## config.mk

```make
export PLATFORM = sky130hd
export DESIGN_NAME = md5_msg_sched
export DESIGN_NICKNAME = d
export VERILOG_FILES = /design/src/rtl/md5_msg_sched.sv
export SDC_FILE = /design/constraint.sdc
export NUM_CORES = 1
export LEC_CHECK = 0
export BUFFER_PORTS_ARGS = -buffer_cell sky130_fd_sc_hd__buf_2
export CELL_PAD_IN_SITES_DETAIL_PLACEMENT = 0
export CELL_PAD_IN_SITES_GLOBAL_PLACEMENT = 1
export CORE_MARGIN = 8
export CORE_UTILIZATION = 57
export CTS_CLUSTER_DIAMETER = 30
export DETAILED_ROUTE_END_ITERATION = 8
export PLACE_DENSITY = 0.93
export SKIP_CTS_REPAIR_TIMING = 1
export SYNTH_ARGS = -nofsm -noshare
export SYNTH_HDL_FRONTEND = slang
export SYNTH_SLANG_ARGS = --single-unit
```

## constraint.sdc

```tcl
create_clock -name clk -period 8.79 [get_ports clk]
set_clock_uncertainty 0.1 [all_clocks]
set_input_delay 0.879 -clock clk [delete_from_list [all_inputs] [get_ports clk]]
set_output_delay 0.879 -clock clk [all_outputs]
set_load 0.1 [all_outputs]
```

## src/rtl/md5_msg_sched.sv

```systemverilog
// MD5 message scheduler: buffers 512-bit message blocks (16 x 32-bit words)
// in a two-bank ping-pong store and feeds the round controller the word M[g]
// needed by each of the 64 rounds.
//
// Ports:
//   clk, rst_n         clock, asynchronous active-low reset
//   InVld / InData     upstream word stream (stored as presented)
//   InRdy              buffer can accept a word this cycle
//   RoundNum           round index reported by the round controller
//   DataVld            one-cycle block-start pulse to the round controller
//   DataIn             message word for the current round (0 while idle)
//   Busy               a block is being issued
//   SchedErr           sticky: RoundNum disagreed with the internal round count
module md5_msg_sched #(
  parameter int unsigned DATA_WIDTH = 32,
  parameter int unsigned NUM_WORDS  = 16
) (
  input  logic                  clk,
  input  logic                  rst_n,
  input  logic                  InVld,
  input  logic [DATA_WIDTH-1:0] InData,
  output logic                  InRdy,
  input  logic [5:0]            RoundNum,
  output logic                  DataVld,
  output logic [DATA_WIDTH-1:0] DataIn,
  output logic                  Busy,
  output logic                  SchedErr
);

  localparam int unsigned IDX_W = 4;
  localparam int unsigned RND_W = 6;

  typedef enum logic [1:0] {
    IDLE,
    START,
    RUN
  } state_e;

  state_e              state_q, state_d;
  logic                wr_bank_q, wr_bank_d;
  logic                rd_bank_q, rd_bank_d;
  logic [IDX_W-1:0]    wr_idx_q, wr_idx_d;
  logic [1:0]          full_q, full_d;
  logic [RND_W-1:0]    rnd_q, rnd_d;
  logic                err_q, err_d;
  logic                hs;
  logic [1:0]          full_set;
  logic [1:0]          full_clr;
  logic [IDX_W-1:0]    g_idx;

  logic [DATA_WIDTH-1:0] mem_q [2][NUM_WORDS];

  // Write side: a bank accepts words until its 16th word lands
  assign InRdy = !full_q[wr_bank_q];
  assign hs    = InVld & InRdy;

  // Message storage; contents are only meaningful once the bank is flagged full
  always_ff @(posedge clk) begin
    if (hs) begin
      mem_q[wr_bank_q][wr_idx_q] <= InData;
    end
  end

  // MD5 message index g(rnd); all arithmetic wraps mod 16
  always_comb begin
    g_idx = rnd_q[3:0];
    case (rnd_q[5:4])
      2'd0:    g_idx = rnd_q[3:0];
      2'd1:    g_idx = rnd_q[3:0] * 4'd5 + 4'd1;
      2'd2:    g_idx = rnd_q[3:0] * 4'd3 + 4'd5;
      default: g_idx = rnd_q[3:0] * 4'd7;
    endcase
  end

  // Write pointer and fill flags; set and release may hit different banks in one cycle
  always_comb begin
    wr_idx_d  = wr_idx_q;
    wr_bank_d = wr_bank_q;
    full_set  = 2'b00;
    if (hs) begin
      wr_idx_d = wr_idx_q + IDX_W'(1);
      if (wr_idx_q == IDX_W'(NUM_WORDS - 1)) begin
        full_set[wr_bank_q] = 1'b1;
        wr_bank_d           = ~wr_bank_q;
      end
    end
    full_d = (full_q & ~full_clr) | full_set;
  end

  // Read FSM: next state, round counter, bank release and outputs
  always_comb begin
    state_d   = state_q;
    rnd_d     = rnd_q;
    rd_bank_d = rd_bank_q;
    full_clr  = 2'b00;
    err_d     = err_q;
    DataVld   = 1'b0;
    Busy      = 1'b0;
    DataIn    = '0;
    case (state_q)
      IDLE: begin
        if (full_q[rd_bank_q]) begin
          state_d = START;
        end
      end
      START: begin
        DataVld = 1'b1;
        Busy    = 1'b1;
        DataIn  = mem_q[rd_bank_q][g_idx];
        rnd_d   = RND_W'(1);
        state_d = RUN;
      end
      RUN: begin
        Busy   = 1'b1;
        DataIn = mem_q[rd_bank_q][g_idx];
        rnd_d  = rnd_q + RND_W'(1);
        if (rnd_q == RND_W'(63)) begin
          full_clr[rd_bank_q] = 1'b1;
          rd_bank_d           = ~rd_bank_q;
          rnd_d               = '0;
          state_d             = IDLE;
        end
      end
      default: state_d = IDLE;
    endcase
    // Controller must track our round count exactly while a block is issued
    if ((state_q != IDLE) && (RoundNum != rnd_q)) begin
      err_d = 1'b1;
    end
  end

  assign SchedErr = err_q;

  // State registers
  always_ff @(posedge clk or negedge rst_n) begin
    if (!rst_n) begin
      state_q   <= IDLE;
      wr_bank_q <= 1'b0;
      rd_bank_q <= 1'b0;
      wr_idx_q  <= '0;
      full_q    <= 2'b00;
      rnd_q     <= '0;
      err_q     <= 1'b0;
    end else begin
      state_q   <= state_d;
      wr_bank_q <= wr_bank_d;
      rd_bank_q <= rd_bank_d;
      wr_idx_q  <= wr_idx_d;
      full_q    <= full_d;
      rnd_q     <= rnd_d;
      err_q     <= err_d;
    end
  end

endmodule
```

==> impl_results.md <==
* Number of core rows at 98
* First-pass GRT wire length at 166,000 um
* Yosys reg bits at 1,041
* Layout cells sized above 1 at 14.1%
* Worst setup SP type: flop
* IR drop worst, VDD at 212 uV
* Post-Syn Area per Cell at 14.4 um^2
* CP Capture Type: output port
* Unrepaired setup endpoints after global routing: false
* Cell variety after synth at 53
* Yosys top cell area share at between 70 and 80%
* Io pins at 77
* WP data required at 7810 ps
* Cell taking the most area after synthesis: edfxtp_1
* Detailed placement HPWL at 53,600 um
* Status: completed
* Antenna viol nets, final at 0
* Fmax at 147 MHz
* MaxCap Viol Count at 0
* Vias in the first global route at 26,367
* H-tree depth at 4
* Largest net degree at the start of global routing at between 150 and 200
* Adder-Cell Fraction of Synth Area at 0.556%
* Area growth from synthesis to layout at 16.9%
* Post-route setup slack at 2000 ps
* Critical path class: flop to output port
* Post-synth top flop: edfxtp_1
* Sequential element share of the synthesized area at between 70% and 80%
* GPL Wtd Cong at just over 0.8
* CP peak stage delay at 870 ps
* CTS Root Cell: clkbuf_16
* CTS tree: built
* Fillcell total at 4,379
* Final setup vio count at 0
* Die area at 80,600 um^2
* All-Layer GR Usage at 27.4%
* Die X at 284 um
* Synth Warn # at 0
* Vert. Die Dim at 284 um
* CTS Buf Count at ~150
* Final Cycle Share at approximately 77%
* Vias at ~26,000
* Hold Vio Cnt, Final at 0
* Initial core utilization at 57.4%
* Initial antenna violation count at 6
* Drt total wl at 114,000 um
* Mapped Area at 40,900 um^2
* Xor/xnor share of the synthesized area at 0.474%
* Reg clk slew, reported paths at 50 ps
* DR WL/cell at around 28 um
* # nets final at 3,007
* Synth async-reset ratio at 1.63%
* Total gr overflow at 0
* Slew Viols, Final at 0
* Slew margin rel. at between 10% and 20%
* Post-layout min period at 6790 ps
* Clk Latency, worst-skew pair at 740 ps
* Cell mode on critical path: inv_1
* Syn_nets at 2,898
* Port bufs at 76
* Worst Tran Pin Value at 1240 ps
* DR pass1 iterations at 6
* Pwr dens at 248 nW/um^2
* Number of remaining DRC errors at 0
* Setup TNS at 0 ps
* Placement Setup Slack at 2920 ps
* Synth Area in Compound Gates at under 10%
* EDFF count, synth at between 1,000 and 1,500
* Clock buffer depth at 3
* CP max stage cell: buf_4
* Core area at 71,200 um^2
* Leak Pwr at 15.2 nW
* Hold Path Class: flop to flop
* Via/cell ratio at 6.55
* Top post-synthesis cells by area: edfxtp_1, nand2_1, a21oi_1
* Number of standard cells after synthesis at 2,840
* Critical path peak fanout at 87
* Crit path cell chain: inv_1, fa_1, inv_1, ha_1, inv_1, mux4_4, buf_4, nand2_1, a32oi_1, o2111ai_1, nand4_1, buf_2
* Clk sinks at 1,041
* Post-Synth Simple-Gate Area at 10.7%
* Crit path DAT at around 5800 ps
* DRT iter0 DRCs at 3,839
* Largest family of logic cells by synthesized area: simple AND/OR/NAND/NOR gates
* Mux share of post-synthesis cell area at 2.54%
-- cells in the final DEF (no fill, tap or decap), drive strengths merged, types with 4 or more instances in the layout --
master and instances:
edfxtp 1024, nor2 225, a22oi 96, or3 4, buf 129, dfrtp 17, clkbuf 177, inv 37
mux2i 98, nand4 66, clkinv 45, nor3b 4, nand2 569, o2111ai 64, a32oi 64, nand3 101
xnor2 14, ha 15, o22ai 5, clkinvlp 19, o21ai 12, bufinv 24, nor3 5, a21oi 196
nand3b 32
-- flip-flops by register name, indices dropped and copies added (netlist names) --
name       cells
rnd_q          6
wr_idx_q       4
SchedErr       1
rd_bank_q      1
state_q        2
mem_q       1024
full_q         2
wr_bank_q      1
-- layout make-up --
cell class                 count  area, um^2  area share [%]
antenna                        2        5.00          0.0105
clock buffer                 177        3980            8.32
clock inverter               108        1410            2.94
inverter                      17        63.8           0.133
multi-input combinational   1605        9170            19.2
sequential                  1041       31200            65.2
tap                          950        1190            2.49
timing repair buffer         130         838            1.75
-- kinds of logic after synthesis --
| family | after synthesis |
|---|---|
| AO/OA/AOI/OAI | 447 |
| XOR/XNOR | 19 |
| adder cells (fa/ha/maj) | 17 |
| buffers and inverters | 194 |
| flip-flops | 1041 |
| multiplexers | 101 |
| AND/OR/NAND/NOR | 1021 |
-- Yosys cell counts (2+ instances only) --
master     instances
edfxtp_1        1024
nand2_1          569
nor2_1           225
a21oi_1          196
nand3_1          101
mux2i_1           98
a22oi_1           96
clkbuf_1          79
buf_2             73
nand4_1           66
a32oi_1           64
o2111ai_1         64
nand3b_1          32
dfrtp_1           17
inv_1             16
buf_1             15
ha_1              15
xnor2_1           14
o21ai_0           11
buf_4              6
nor3_1             5
buf_6              4
nor3b_1            4
or3_1              4
nor2b_1            3
nor4_4             3
xor2_1             3
and2_1             2
fa_1               2
mux4_2             2
nand4b_1           2
o22ai_1            2
o22ai_2            2
xnor3_1            2
-- worst max-delay path: cells and delay by family (launching register included) --
family,cells,cell delay (ps)
AND/OR/NAND/NOR,2,390
adder cells (fa/ha/maj),2,870
multiplexers,1,800
AO/OA/AOI/OAI,2,480
buffers and inverters,5,1660
flip-flops,1,730
-- metrics by stage --
| step | hold WS [ps] | instances | utilization (%) | area (um^2) | power (mW) |
|---|---|---|---|---|---|
| 3_3_place_gp | 359 | 3742 | 59.5 | 42400 | 5.62 |
| 5_1_grt | 387 | 4029 | 67.1 | 47800 | 12.1 |
| 2_1_floorplan | 371 | 2840 | - | 40900 | 5.56 |
| 3_5_place_dp | 368 | 3742 | 59.5 | 42400 | 5.62 |
| 6_report | 379 | 4030 | 67.1 | 47800 | 11.9 |
| 4_1_cts | -31.3 | 4027 | 67.1 | 47800 | 11.9 |
-- worst paths after layout --
path / slack [ps] / startpoint / cells past startpoint / to
hold / removal: 380 / SchedErr / 1 / SchedErr
hold reg to reg: 380 / SchedErr / 1 / SchedErr
setup / recovery: 2000 / rnd_q[0] / 12 / DataIn[27]
max in group asynchronous: 7650 / rst_n / 2 / rnd_q[4]
setup reg to reg: 4450 / wr_bank_q / 5 / mem_q[0][69]
min in group asynchronous: 590 / rst_n / 2 / wr_idx_q[0]
-- where the power goes --
part | internal (mW) | switching [mW] | leakage (nW)
Combinational | 0.00747 | 0.0663 | 3.27
Clock | 4.01 | 2.32 | 2.56
Sequential | 5.45 | 0 | 9.40
Total | 9.47 | 2.38 | 15.2
-- routing by layer --
layer	part of all wire [%]	global-route usage, %	up-vias
li1	-	-	11002
met1	35	34.3	13083
met2	47	43.5	1885
met3	12	7.62	435
met4	5.5	14.7	8
met5	0.035	0	-
(Power assumes the default switching activity.)
